==> config.mk <==
export PLATFORM = sky130hd
export DESIGN_NAME = seven_seg_display_arbiter_flat
export DESIGN_NICKNAME = d
export VERILOG_FILES = /design/src/rtl/seven_seg_display_arbiter_if.sv /design/src/rtl/seven_seg_display_arbiter.sv /design/src/flat_wrapper.sv
export SDC_FILE = /design/constraint.sdc
export NUM_CORES = 1
export LEC_CHECK = 0
export BUFFER_PORTS_ARGS = -buffer_cell sky130_fd_sc_hd__buf_4
export CORE_MARGIN = 2
export CORE_UTILIZATION = 40
export DETAILED_ROUTE_END_ITERATION = 8
export GPL_TIMING_DRIVEN = 0
export PLACE_DENSITY = 0.8
export SLEW_MARGIN = 10
export SYNTH_ARGS = -nofsm -noshare
export SYNTH_HDL_FRONTEND = slang
export SYNTH_SLANG_ARGS = --single-unit
export TNS_END_PERCENT = 20
==> constraint.sdc <==
create_clock -name clock -period 2.35 [get_ports clock]
set_input_delay 0.1175 -clock clock [delete_from_list [all_inputs] [get_ports clock]]
set_output_delay 0.1175 -clock clock [all_outputs]
set_load 0.1 [all_outputs]
==> src/rtl/seven_seg_display_arbiter_if.sv <==
// seven_seg_display_arbiter_if: requester bundle in, shared display bundle out.
// master = requester/display side, slave = arbiter.
interface seven_seg_display_arbiter_if #(
    parameter int NUM_REQ = 3
);
    logic [NUM_REQ-1:0]    req;
    logic [NUM_REQ*39-1:0] req_number;
    logic [NUM_REQ-1:0]    req_mode;
    logic [NUM_REQ*8-1:0]  req_points;
    logic [NUM_REQ-1:0]    grant;
    logic [38:0]           disp_number;
    logic                  disp_mode;
    logic [7:0]            disp_points;
    logic                  disp_blank;
    logic [2:0]            owner_idx;

    modport master (
        output req, req_number, req_mode, req_points,
        input  grant, disp_number, disp_mode, disp_points,
        input  disp_blank, owner_idx
    );

    modport slave (
        input  req, req_number, req_mode, req_points,
        output grant, disp_number, disp_mode, disp_points,
        output disp_blank, owner_idx
    );
endinterface

==> src/rtl/seven_seg_display_arbiter.sv <==
// seven_seg_display_arbiter: round-robin display owner with minimum dwell.
// Define SEVEN_SEG_ARB_PREEMPT_EN to let requester 0 preempt any other owner.
module seven_seg_display_arbiter #(
    parameter int NUM_REQ  = 3,
    parameter int TICK_DIV = 100000,
    parameter int DWELL_MS = 1000
) (
    input logic clock,
    input logic reset,
    seven_seg_display_arbiter_if.slave bus
);
    localparam int PW = $clog2(TICK_DIV + 1);
    localparam int DW = $clog2(DWELL_MS + 1);
    localparam logic [PW-1:0] PRESC_LAST = PW'(TICK_DIV - 1);
    localparam logic [DW-1:0] DWELL_LAST = DW'(DWELL_MS - 1);
    localparam logic [2:0]    OWNER_RST  = 3'(NUM_REQ - 1);
`ifdef SEVEN_SEG_ARB_PREEMPT_EN
    localparam bit PREEMPT = 1'b1;
`else
    localparam bit PREEMPT = 1'b0;
`endif

    typedef enum logic {IDLE, SHOW} state_e;

    state_e             state_q, state_d;
    logic [NUM_REQ-1:0] grant_q, grant_d;
    logic [2:0]         owner_q, owner_d;
    logic               blank_q, blank_d;
    logic [38:0]        num_q, num_d;
    logic               mode_q, mode_d;
    logic [7:0]         pts_q, pts_d;
    logic [PW-1:0]      presc_q, presc_d;
    logic [DW-1:0]      dwell_q, dwell_d;

    logic        win_vld, own_req, tick, expire;
    logic        sw_en, ld_en;
    logic [2:0]  win_idx, sw_idx, ld_idx;
    logic [38:0] sel_num;
    logic        sel_mode;
    logic [7:0]  sel_pts;

    assign tick   = (presc_q == PRESC_LAST);
    assign expire = tick && (dwell_q == DWELL_LAST);

    // Two passes: above the owner first, then wrap; owner itself comes last.
    always_comb begin
        win_vld = 1'b0;
        win_idx = owner_q;
        own_req = 1'b0;
        for (int j = 0; j < NUM_REQ; j++) begin
            if (!win_vld && j > int'(owner_q) && bus.req[j]) begin
                win_vld = 1'b1;
                win_idx = 3'(j);
            end
        end
        for (int j = 0; j < NUM_REQ; j++) begin
            if (!win_vld && j <= int'(owner_q) && bus.req[j]) begin
                win_vld = 1'b1;
                win_idx = 3'(j);
            end
            if (3'(j) == owner_q) own_req = bus.req[j];
        end
    end

    always_comb begin
        state_d = state_q;
        grant_d = grant_q;
        owner_d = owner_q;
        blank_d = blank_q;
        presc_d = presc_q;
        dwell_d = dwell_q;
        ld_en   = 1'b0;
        ld_idx  = owner_q;
        sw_en   = 1'b0;
        sw_idx  = win_idx;
        unique case (state_q)
            IDLE: sw_en = win_vld;
            SHOW: begin
                presc_d = tick ? '0 : presc_q + 1'b1;
                dwell_d = tick ? dwell_q + 1'b1 : dwell_q;
                ld_en   = own_req;
                if (expire) begin
                    sw_en = win_vld;
                    if (!win_vld) begin
                        state_d = IDLE;
                        grant_d = '0;
                        blank_d = 1'b1;
                        ld_en   = 1'b0;
                        presc_d = '0;
                        dwell_d = '0;
                    end
                end else if (PREEMPT && owner_q != 3'd0 && bus.req[0]) begin
                    sw_en  = 1'b1;
                    sw_idx = 3'd0;
                end
            end
            default: ;
        endcase
        if (sw_en) begin
            state_d = SHOW;
            grant_d = NUM_REQ'(1) << sw_idx;
            owner_d = sw_idx;
            blank_d = 1'b0;
            ld_en   = 1'b1;
            ld_idx  = sw_idx;
            presc_d = '0;
            dwell_d = '0;
        end
    end

    always_comb begin
        sel_num  = num_q;
        sel_mode = mode_q;
        sel_pts  = pts_q;
        for (int j = 0; j < NUM_REQ; j++) begin
            if (3'(j) == ld_idx) begin
                sel_num  = bus.req_number[39*j +: 39];
                sel_mode = bus.req_mode[j];
                sel_pts  = bus.req_points[8*j +: 8];
            end
        end
        num_d  = ld_en ? sel_num  : num_q;
        mode_d = ld_en ? sel_mode : mode_q;
        pts_d  = ld_en ? sel_pts  : pts_q;
    end

    always_ff @(posedge clock or posedge reset) begin
        if (reset) begin
            state_q <= IDLE;
            grant_q <= '0;
            owner_q <= OWNER_RST;
            blank_q <= 1'b1;
            num_q   <= '0;
            mode_q  <= 1'b0;
            pts_q   <= '0;
            presc_q <= '0;
            dwell_q <= '0;
        end else begin
            state_q <= state_d;
            grant_q <= grant_d;
            owner_q <= owner_d;
            blank_q <= blank_d;
            num_q   <= num_d;
            mode_q  <= mode_d;
            pts_q   <= pts_d;
            presc_q <= presc_d;
            dwell_q <= dwell_d;
        end
    end

    assign bus.grant       = grant_q;
    assign bus.owner_idx   = owner_q;
    assign bus.disp_blank  = blank_q;
    assign bus.disp_number = num_q;
    assign bus.disp_mode   = mode_q;
    assign bus.disp_points = pts_q;
endmodule

==> src/flat_wrapper.sv <==
// flat-port wrapper written by rule: the top's interface ports become plain ports
module seven_seg_display_arbiter_flat 
#(
    parameter int NUM_REQ  = 3,
    parameter int TICK_DIV = 100000,
    parameter int DWELL_MS = 1000
)
  (clock, reset, bus_req, bus_req_number, bus_req_mode, bus_req_points, bus_grant, bus_disp_number, bus_disp_mode, bus_disp_points, bus_disp_blank, bus_owner_idx);
  seven_seg_display_arbiter_if #(.NUM_REQ(NUM_REQ)) bus_i ();
  input logic clock;
  input logic reset;
  input wire logic [$bits(bus_i.req)-1:0] bus_req;
  input wire logic [$bits(bus_i.req_number)-1:0] bus_req_number;
  input wire logic [$bits(bus_i.req_mode)-1:0] bus_req_mode;
  input wire logic [$bits(bus_i.req_points)-1:0] bus_req_points;
  output wire logic [$bits(bus_i.grant)-1:0] bus_grant;
  output wire logic [$bits(bus_i.disp_number)-1:0] bus_disp_number;
  output wire logic [$bits(bus_i.disp_mode)-1:0] bus_disp_mode;
  output wire logic [$bits(bus_i.disp_points)-1:0] bus_disp_points;
  output wire logic [$bits(bus_i.disp_blank)-1:0] bus_disp_blank;
  output wire logic [$bits(bus_i.owner_idx)-1:0] bus_owner_idx;
  assign bus_i.req = bus_req;
  assign bus_i.req_number = bus_req_number;
  assign bus_i.req_mode = bus_req_mode;
  assign bus_i.req_points = bus_req_points;
  assign bus_grant = bus_i.grant;
  assign bus_disp_number = bus_i.disp_number;
  assign bus_disp_mode = bus_i.disp_mode;
  assign bus_disp_points = bus_i.disp_points;
  assign bus_disp_blank = bus_i.disp_blank;
  assign bus_owner_idx = bus_i.owner_idx;
  seven_seg_display_arbiter #(.NUM_REQ(NUM_REQ), .TICK_DIV(TICK_DIV), .DWELL_MS(DWELL_MS)) u_core (.clock(clock), .reset(reset), .bus(bus_i));
endmodule
==> Word-level counts from Yosys, hierarchy flattened <==
Cells that the tools add are included.
{ "word_totals": {"ff_bits": 83, "output_inout_bits": 55, "in_bits": 149, "wordCells": 95} }
{ "op_classes": {"n_shift": 1, "order_cmp": 4, "n_eq_ne": 7, "n_reduce_logical": 20, "n_addsub": 2, "mux": 51, "bitwise_logic": 1} }
{ "op_table": {"columns": ["op", "n"], "rows": [
  ["$mux W39", 3],
  ["$mux W17", 5],
  ["$mux W10", 5],
  ["$mux W3", 10],
  ["$mux W1", 24],
  ["$mux W8", 3],
  ["$add A17 B1 Y17 const B", 1],
  ["$eq A17 B17 Y1 const B", 1],
  ["$add A10 B1 Y10 const B", 1],
  ["$eq A10 B10 Y1 const B", 1],
  ["$logic_and A1 B1 Y1", 9],
  ["$eq A1 B3 Y1 const A", 2],
  ["$eq A2 B3 Y1 const A", 2],
  ["$logic_not A3 Y1", 2],
  ["$logic_not A1 Y1", 4],
  ["$reduce_bool A2 Y1", 2],
  ["$gt A1 B3 Y1 const A", 1],
  ["$gt A2 B3 Y1 const A", 1],
  ["$le A1 B3 Y1 const A", 1],
  ["$le A2 B3 Y1 const A", 1],
  ["$reduce_and A3 Y1", 1],
  ["$reduce_bool A3 Y1", 1],
  ["$shl A1 B3 Y3 const A", 1],
  ["$ne A2 B2 Y1 const B", 1],
  ["other kinds (3)", 3]
]} }

==> Depth between registers and ports, before layout <==
Gate-level depths: netlist of run 1.
{ "logic_depth": {"depth_word": 25, "depth_mapped": 10, "depth_no_buf": 7} }

==> Least setup slack after synthesis of run 1 <==
Ideal clock, no wire load.
{ "synth_path": {"path_type": "register to register", "from": "register u_core.owner_q[0] (netlist: u_core.bus.owner_idx[0])", "to": "register u_core.mode_q (netlist: u_core.bus.disp_mode)", "n_path_buf": 2, "path_stages_with_launch": 9, "arrival_ps": 2675, "path_slack_ps": -462, "period_less_slack_ps": 2812, "cell_sequence": "dfrtp_1 > clkbuf_1 > nor4b_1 > a211oi_1 > clkbuf_1 > mux2i_1 > mux2i_1 > mux2i_1 > a21oi_1"} }
{ "synth_via": {"elab_chain_cells": 24, "word_cells_on_any_way": 46, "cone_classes": "order compare: 4; eq/ne: 4; mux: 22; reduce/logical: 16"} }
{ "synth_rtl": {"columns": ["element", "line_no", "source"], "rows": [
  ["start, declared", "seven_seg_display_arbiter.sv:27", "logic [2:0] owner_q, owner_d;"],
  ["start signal, assigned", "seven_seg_display_arbiter.sv:141", "owner_q <= owner_d;"],
  ["$gt A1 B3 Y1", "seven_seg_display_arbiter.sv:51", "if (!win_vld && j > int'(owner_q) && bus.req[j]) begin"],
  ["$logic_and A1 B1 Y1", "seven_seg_display_arbiter.sv:51", null],
  ["$mux W1", "seven_seg_display_arbiter.sv:51", null],
  ["$logic_not A1 Y1", "seven_seg_display_arbiter.sv:51", null],
  ["$logic_and A1 B1 Y1 (2 in a row)", "seven_seg_display_arbiter.sv:51", null],
  ["$mux W1", "seven_seg_display_arbiter.sv:51", null],
  ["$logic_not A1 Y1", "seven_seg_display_arbiter.sv:57", "if (!win_vld && j <= int'(owner_q) && bus.req[j]) begin"],
  ["$logic_and A1 B1 Y1", "seven_seg_display_arbiter.sv:57", null],
  ["(+6 left out)", null, null],
  ["$logic_and A1 B1 Y1 (2 in a row)", "seven_seg_display_arbiter.sv:57", null],
  ["$mux W1", "seven_seg_display_arbiter.sv:57", null],
  ["$mux W1", "seven_seg_display_arbiter.sv:82", "if (expire) begin"],
  ["$pmux W1 S2", "seven_seg_display_arbiter.sv:76", "unique case (state_q)"],
  ["$mux W3", "seven_seg_display_arbiter.sv:99", "if (sw_en) begin"],
  ["$eq A2 B3 Y1, or another cell as far along", "seven_seg_display_arbiter.sv:116", "if (3'(j) == ld_idx) begin"],
  ["$reduce_bool A3 Y1 (no line) or $mux W1 (tied branches)", null, null],
  ["$reduce_and A2 Y1 (no line) or $mux W1 (tied branches)", null, null],
  ["end signal, assigned", "seven_seg_display_arbiter.sv:144", "mode_q <= mode_d;"],
  ["end, declared", "seven_seg_display_arbiter.sv:30", "logic mode_q, mode_d;"]
]} }
Parallel ways exist; a longest one is shown, timed or not.
A chain may end at the register's enable or synchronous reset.

==> Worst setup path in the final report of run 1 <==
{ "layout_path": {"from": "register u_core.presc_q[11]", "to": "register u_core.num_q[14] (netlist: u_core.bus.disp_number[14])"} }
{ "layout_via": {"elab_chain_cells": 8, "word_cells_on_any_way": 15, "cone_classes": "eq/ne: 3; mux: 8; reduce/logical: 4"} }
{ "layout_rtl": {"columns": ["element", "line_no", "source"], "rows": [
  ["start, declared", "seven_seg_display_arbiter.sv:32", "logic [PW-1:0] presc_q, presc_d;"],
  ["start signal, assigned", "seven_seg_display_arbiter.sv:146", "presc_q <= presc_d;"],
  ["$eq A17 B17 Y1 *", "seven_seg_display_arbiter.sv:42", "assign tick = (presc_q == PRESC_LAST);"],
  ["$logic_and A1 B1 Y1 *", "seven_seg_display_arbiter.sv:43", "assign expire = tick && (dwell_q == DWELL_LAST);"],
  ["$mux W1", "seven_seg_display_arbiter.sv:82", null],
  ["$pmux W1 S2", "seven_seg_display_arbiter.sv:76", null],
  ["$mux W3", "seven_seg_display_arbiter.sv:99", null],
  ["$eq A2 B3 Y1, or another cell as far along", "seven_seg_display_arbiter.sv:116", null],
  ["$reduce_bool A3 Y1 (no line) or $mux W39 (tied branches)", null, null],
  ["$reduce_and A2 Y1 (no line) or $mux W39 (tied branches)", null, null],
  ["end signal, assigned", "seven_seg_display_arbiter.sv:143", "num_q <= num_d;"],
  ["end, declared", "seven_seg_display_arbiter.sv:29", "logic [38:0] num_q, num_d;"]
]} }
Every way passes the cells marked *; elsewhere a longest branch is shown, timed or not.

==> results of run 1 <==
-- state kept, by name, summed over array words and instances (netlist names) --
signal / count
u_core.bus.disp_number: 39
u_core.presc_q: 17
u_core.dwell_q: 10
u_core.bus.disp_points: 8
u_core.bus.grant: 3
u_core.bus.owner_idx: 3
u_core.bus.disp_blank: 1
u_core.bus.disp_mode: 1
u_core.state_q: 1
-- metal layers --
| layer | vias to the layer above | wire length [µm] | track usage (%) |
|---|---|---|---|
| li1 | 2541 | - | - |
| met1 | 2572 | 7323 | 28.69 |
| met2 | 197 | 8263 | 38.16 |
| met3 | 26 | 1121 | 4.740 |
| met4 | 0 | 324 | 7.040 |
| met5 | - | 0 | 0 |
-- cells by family after synthesis --
| logic type | after synthesis | share of synthesized area (%) |
|---|---|---|
| mux | 196 | 35.17 |
| simple gates | 145 | 12.39 |
| compound gates | 94 | 9.569 |
| flops | 83 | 37.16 |
| buf+inv | 44 | 3.555 |
| xor+xnor | 11 | 1.721 |
| fa+ha+maj | 2 | 0.4471 |
-- worst min-delay path by stage --
stage / from / to / cells after the start / slack [ns]
floorplan: bus_req[2] / u_core.state_q / 2 / 0.27
global placement: bus_req_number[97] / u_core.bus.disp_number[19] / 3 / 0.42
detailed placement: reset / u_core.bus.grant[0] / 2 / 0.17
CTS: bus_req_number[86] / u_core.bus.disp_number[8] / 3 / 0.05
global route: bus_req_number[90] / u_core.bus.disp_number[12] / 3 / 0.07
finish: bus_req_number[96] / u_core.bus.disp_number[18] / 3 / 0.06
-- through the flow --
stage               cell area, µm²  setup WS [ns]  std cells  hold slack (ns)
finish                        7958        -0.3087        984          0.06043
global placement              7346         -1.288        956           0.4195
CTS                           7876        -0.2858        983          0.05432
detailed placement            7376         -1.103        957           0.1731
floorplan                     5612        -0.2596        575           0.2732
global route                  7958        -0.3603        984          0.07287
-- layout make-up --
type / instances / area share (%)
multi-input combinational: 448 / 43.03
sequential: 83 / 26.16
timing repair buffer: 214 / 20.52
buffer: 40 / 3.381
clock buffer: 11 / 2.925
tap: 180 / 2.830
clock inverter: 5 / 0.9748
inverter: 3 / 0.1730
-- repair_timing --
item,in CTS,in global routing
endpoints found under the hold margin,28,0
setup buffers,10,1
endpoints found under the setup margin,71,74
pin swaps,17,7
gates resized for setup,32,23
hold buffers,1,0
-- worst register-to-register path, stage by stage, from the launching register on --
cell and delay, ns:
dfrtp_1 0.38, or4b_4 0.55, or4_4 0.43, o21ba_4 0.23, mux2_4 0.34, buf_12 0.16
buf_12 0.15, mux2i_2 0.20, a21oi_1 0.09
-- Yosys cell counts, types with 2 or more instances --
cell type | n | area share (%)
buf_2 | 9 | 0.80
buf_1 | 2 | 0.13
xor2_1 | 7 | 1.1
dfstp_2 | 2 | 0.94
and4_1 | 3 | 0.47
mux2i_1 | 194 | 35
dfrtp_1 | 81 | 36
a31oi_1 | 4 | 0.45
nor2_1 | 68 | 4.6
nand4bb_1 | 2 | 0.40
nand3_1 | 9 | 0.80
inv_1 | 3 | 0.20
xnor2_1 | 4 | 0.63
nor4b_1 | 2 | 0.31
or2_2 | 2 | 0.22
a21o_1 | 5 | 0.67
nor3_1 | 4 | 0.36
a21oi_1 | 53 | 4.7
o21ai_0 | 17 | 1.5
and3_1 | 3 | 0.34
nand4_1 | 7 | 0.78
nor4_1 | 3 | 0.34
clkbuf_1 | 27 | 1.8
nand2_1 | 25 | 1.7
and2_1 | 2 | 0.22
nand2b_1 | 2 | 0.22
ha_1 | 2 | 0.45
nor2b_1 | 6 | 0.67
buf_6 | 3 | 0.60
or3_1 | 2 | 0.22
o31ai_1 | 5 | 0.67
-- power by group through the flow --
stage,registers (mW),logic [mW],clock network [mW]
after CTS,1.71,2.61,1.54
final,1.71,2.61,1.51
after global placement,1.73,2.54,0
after global routing,1.73,2.72,1.59
after detailed placement,1.73,2.57,0
after floorplan,3.02,0.570,0
==> flow_metrics.tcl, run 1 <==
set metrics [dict create \
    reg2reg_depth 8 \
    fmax_mhz 376.1 \
    multi_input_area_mm2 0.003425 \
    fin_setup_tns_ns -12.50 \
    netSwitchingFraction_pct 44.25 \
    crit-reg2reg-capture "u_core.bus.disp_number[14]" \
    syn2layout_area_growth_pct 42.19 \
    drive_gt1_share_pct 35.45 \
    ys_ff_latch 83 \
    crit_fanout 10 \
    via_per_inst 5.423 \
    layout.nets 950 \
    wl_per_cell_um 17.31 \
    grt_overflow_total 0 \
    cts.sinks 83 \
    cts_tree "built" \
    path_clk_slew_ns 0.07 \
    antenna_found_initial 0 \
    seqPwrFrac_pct 29.3 \
    coreArea_mm2 0.01377 \
    die_h_um 122.3 \
    grt_util_all_layers_pct 22.48 \
    synth_async_sr_flop_share_pct 100.0 \
    initial_utilization_pct 40.63 \
    ff2ff_setup_slack_ns -0.31 \
    drt_pass1_iterations 4 \
    leakage_nw 4.392 \
    cp.depth 8 \
    synth_cells 575 \
    relSlewSlack_pct 46.95 \
    drv_slew 0 \
    fin_crit_ns 2.659 \
    wl_um 17030 \
    grt_max_degree 54 \
    critPathBufInv 2 \
    outcome "finished with violations" \
    critPathSlowestCell "or4b_4" \
    design.die.area_mm2 0.01495 \
    netSwitchingPower_mw 2.580 \
    num_rows 43 \
    clock_path_buffers 2 \
    mostFrequentLayoutCell "buf_4" \
    gp_congestion 0.8489 \
    num_antenna_cells 0 \
    timing.final.crit_share_pct 113.1 \
    startpoint_type "flip-flop" \
    seq_area_frac_synth_pct 37.16 \
    mostFrequentLayoutCells "buf_4, mux2i_1, dfrtp_1" \
    hp-class "in -> reg" \
    drc 0 \
    cts_made_buffers 9 \
    report.power.total_mw 5.831 \
    required_ns 2.57 \
    antenna_left 0 \
    vias 5336 \
    cp-end-kind "flip-flop" \
    power_density_mw_per_mm2 732.8 \
    tightest_slew_ns 0.7958 \
    finalWorstSetupSlack_ns -0.3087 \
    slowest_delay_ns 0.55 \
    synth-edff-count 0 \
    grt_pass1_wl_um 26370 \
    path_class "reg -> reg" \
    drt-initial-drc-count 256 \
    pwr-share-clk_pct 25.9 \
    clk_latency_ns 0.34 \
    synth_flop_cell "dfrtp_1" \
    setup_viol 56 \
    post-route-util_pct 57.78 \
    yosys_warnings 0 \
    path_cells "or4b_4 -> or4_4 -> o21ba_4 -> mux2_4 -> buf_12 -> buf_12 -> mux2i_2 -> a21oi_1" \
    skew_ns 0.008119 \
    yosysUniqueCellTypes 48 \
    place_hpwl_um 12470 \
    p_comb_share_pct 44.8 \
    root_buffer "clkbuf_16" \
    startpoint "u_core.presc_q[11]" \
    fillers 1171 \
    cap_violations 0 \
    grt_pass1_vias 5206 \
    regArea_mm2 0.002082 \
    io_pins 204 \
    path_common_cell "buf_12" \
    finalHoldViolCount 0 \
    die_w_um 122.3 \
    syn_area_per_cell_um2 9.733 \
    cp.arrival_ns 2.88 \
    synth_area_mm2 0.005597 \
    syn_nets 726 \
    vdd_drop_max_mv 0.5319 \
    cts_max_level 3 \
    rsz0062_at_grt "yes" \
    cellInternalPower_mw 3.251 \
    port_buffers 201 \
    r2r-start "u_core.presc_q[11]" \
    crit_end "u_core.bus.disp_number[14]" \
    cpLargestDelayFamily "simple AND/OR/NAND/NOR gates" \
    violations "setup timing" \
]
No activity file was read; power rests on OpenSTA's default activity.
==> run 2, diff against run 1 <==
Settings changed: PLACE_DENSITY 0.8 to 0.78.
Clock period 2.35 ns to 3.27 ns, I/O delays scaled along.
==> run 2 against run 1 <==
  * The flow now finishes without violations
  * Wire length down 3.2%
  * Clock skew up 0.0035 ns
  * Register-to-register slack better by 0.53 ns
  * Sequential share of layout area up 0.90 points
  * Critical path depth unchanged
  * Clock power down 32%
  * Flip-flop and latch count unchanged
  * Core utilization down 2.0 points
  * Worst setup slack better by 0.53 ns
  * Sequential power down 28%
  * Critical path type unchanged
  * Highest routed layer unchanged
==> flow_metrics.tcl, run 2 (same netlist as run 1, synthesis figures left out) <==
set metrics [dict create \
    num_rows 43 \
    die_h_um 122.3 \
    fillers 1241 \
    num_antenna_cells 0 \
    design.die.area_mm2 0.01495 \
    crit_fanout 10 \
    root_buffer "clkbuf_16" \
    port_buffers 201 \
    antenna_found_initial 0 \
    layout.nets 940 \
    cp.arrival_ns 3.24 \
    antenna_left 0 \
    cts_tree "built" \
    skew_ns 0.01164 \
    rsz0062_at_grt "no" \
    leakage_nw 4.287 \
    mostFrequentLayoutCell "buf_4" \
    path_clk_slew_ns 0.07 \
    drt-initial-drc-count 249 \
    initial_utilization_pct 40.63 \
    relSlewSlack_pct 40.33 \
    syn2layout_area_growth_pct 37.29 \
    tightest_slew_ns 0.8950 \
    drive_gt1_share_pct 30.23 \
    cp-end-kind "flip-flop" \
    vias 5179 \
    startpoint_type "flip-flop" \
    io_pins 204 \
    cts.sinks 83 \
    coreArea_mm2 0.01377 \
    timing.final.crit_share_pct 93.16 \
    drc 0 \
    wl_um 16480 \
    hold_slack_ns 0.1217 \
    fin_crit_ns 3.046 \
    fmax_mhz 328.3 \
    drv_slew 0 \
    grt_pass1_wl_um 25600 \
    place_hpwl_um 12510 \
    drt_pass1_iterations 4 \
    grt_overflow_total 0 \
    outcome "finished clean" \
    final_cells 974 \
    cts_made_buffers 9 \
    vdd_drop_max_mv 0.3610 \
    gp_congestion 0.8264 \
    via_per_inst 5.317 \
    mostFrequentLayoutCells "buf_4, mux2i_1, dfrtp_1" \
    required_ns 3.46 \
    setup_viol 0 \
    cts_max_level 3 \
    power_density_mw_per_mm2 531.9 \
    clk_latency_ns 0.34 \
    wl_per_cell_um 16.92 \
    hp-class "in -> reg" \
    place_inst 957 \
    grt_pass1_vias 5211 \
    grt_util_all_layers_pct 21.67 \
    clock_path_buffers 2 \
    path_class "reg -> reg" \
    grt_max_degree 64 \
    largest_reg_flops 39 \
    die_w_um 122.3 \
    finalHoldViolCount 0 \
    cap_violations 0 \
]
==> run 2: cell count changes in the layout (fill, tap and decap cells not counted), moves of 2 or more <==
| cell | before | now |
|---|---|---|
| a21oi_1 | 51 | 53 |
| a21oi_2 | 2 | 0 |
| buf_12 | 3 | 0 |
| buf_2 | 3 | 9 |
| buf_4 | 213 | 201 |
| clkbuf_1 | 13 | 28 |
| clkbuf_2 | 11 | 0 |
| clkbuf_4 | 6 | 0 |
| dfrtp_1 | 79 | 81 |
| dfrtp_2 | 2 | 0 |
| mux2i_1 | 185 | 194 |
| mux2i_2 | 9 | 0 |
==> run 2: layout make-up <==
type	instances	area [µm²]	area share (%)
Clock inverter	6	65.06	0.8468
Tap cell	180	225.2	2.931
Inverter	3	13.76	0.1791
Buffer	41	187.7	2.443
Multi-Input combinational cell	448	3337	43.43
Timing Repair Buffer	203	1546	20.13
Sequential cell	83	2079	27.06
Clock buffer	10	229.0	2.980
==> run 2: path summary, 6_finish.rpt <==
check                                   start                    endpoint  slack (ns)  depth (start not counted)
setup / recovery            u_core.presc_q[8]   u_core.bus.disp_points[0]        0.22                          8
hold / removal             bus_req_number[98]  u_core.bus.disp_number[20]        0.12                          3
setup reg to reg            u_core.presc_q[8]   u_core.bus.disp_points[0]        0.22                          8
hold reg to reg             u_core.dwell_q[8]           u_core.dwell_q[8]        0.48                          1
max in group asynchronous               reset       u_core.bus.disp_blank        2.31                          4
min in group asynchronous               reset   u_core.bus.disp_number[2]        0.34                          3
==> run 2: repair_timing <==
action	in CTS	in global routing
hold endpoints to repair	20	0
gates resized for setup	2	1
pin swaps	0	0
endpoints found under the setup margin	43	39
setup buffers	0	0
hold buffers	1	0
==> run 2: per-stage QoR <==
stage	cell area, µm²	TNS, ns	setup slack (ns)	util (%)	power (mW)
global placement	7331	-13.76	-0.1345	53.22	3.063
floorplan	5597	0	0.4579	-	2.580
CTS	7675	0	0.1301	55.72	4.112
finish	7684	0	0.2236	55.79	4.087
global route	7684	0	0.02029	55.79	4.244
detailed placement	7361	-5.205	-0.1855	53.44	3.091
==> run 2: power breakdown <==
part           switching (mW)  internal (mW)  leakage (nW)
sequential             0.0732           1.15         0.935
clock                   0.426          0.594         0.143
combinational            1.35          0.494          3.21
==> run 2: worst max-delay path: stages (launching register included) <==
cell      delay, ns
dfrtp_1        0.42
or4b_1         0.59
or4_1          0.45
o21ba_1        0.20
clkbuf_1       0.16
o31ai_4        0.15
buf_2          0.34
clkbuf_1       0.44
a21oi_1        0.14
==> run 2: metal layers <==
metal / up-vias / wire length [µm] / global-route usage, %
met5: - / 0 / 0
met4: 0 / 221 / 6.178
met3: 18 / 1161 / 4.229
met2: 157 / 8254 / 38.85
met1: 2494 / 6842 / 26.31
li1: 2510 / - / -
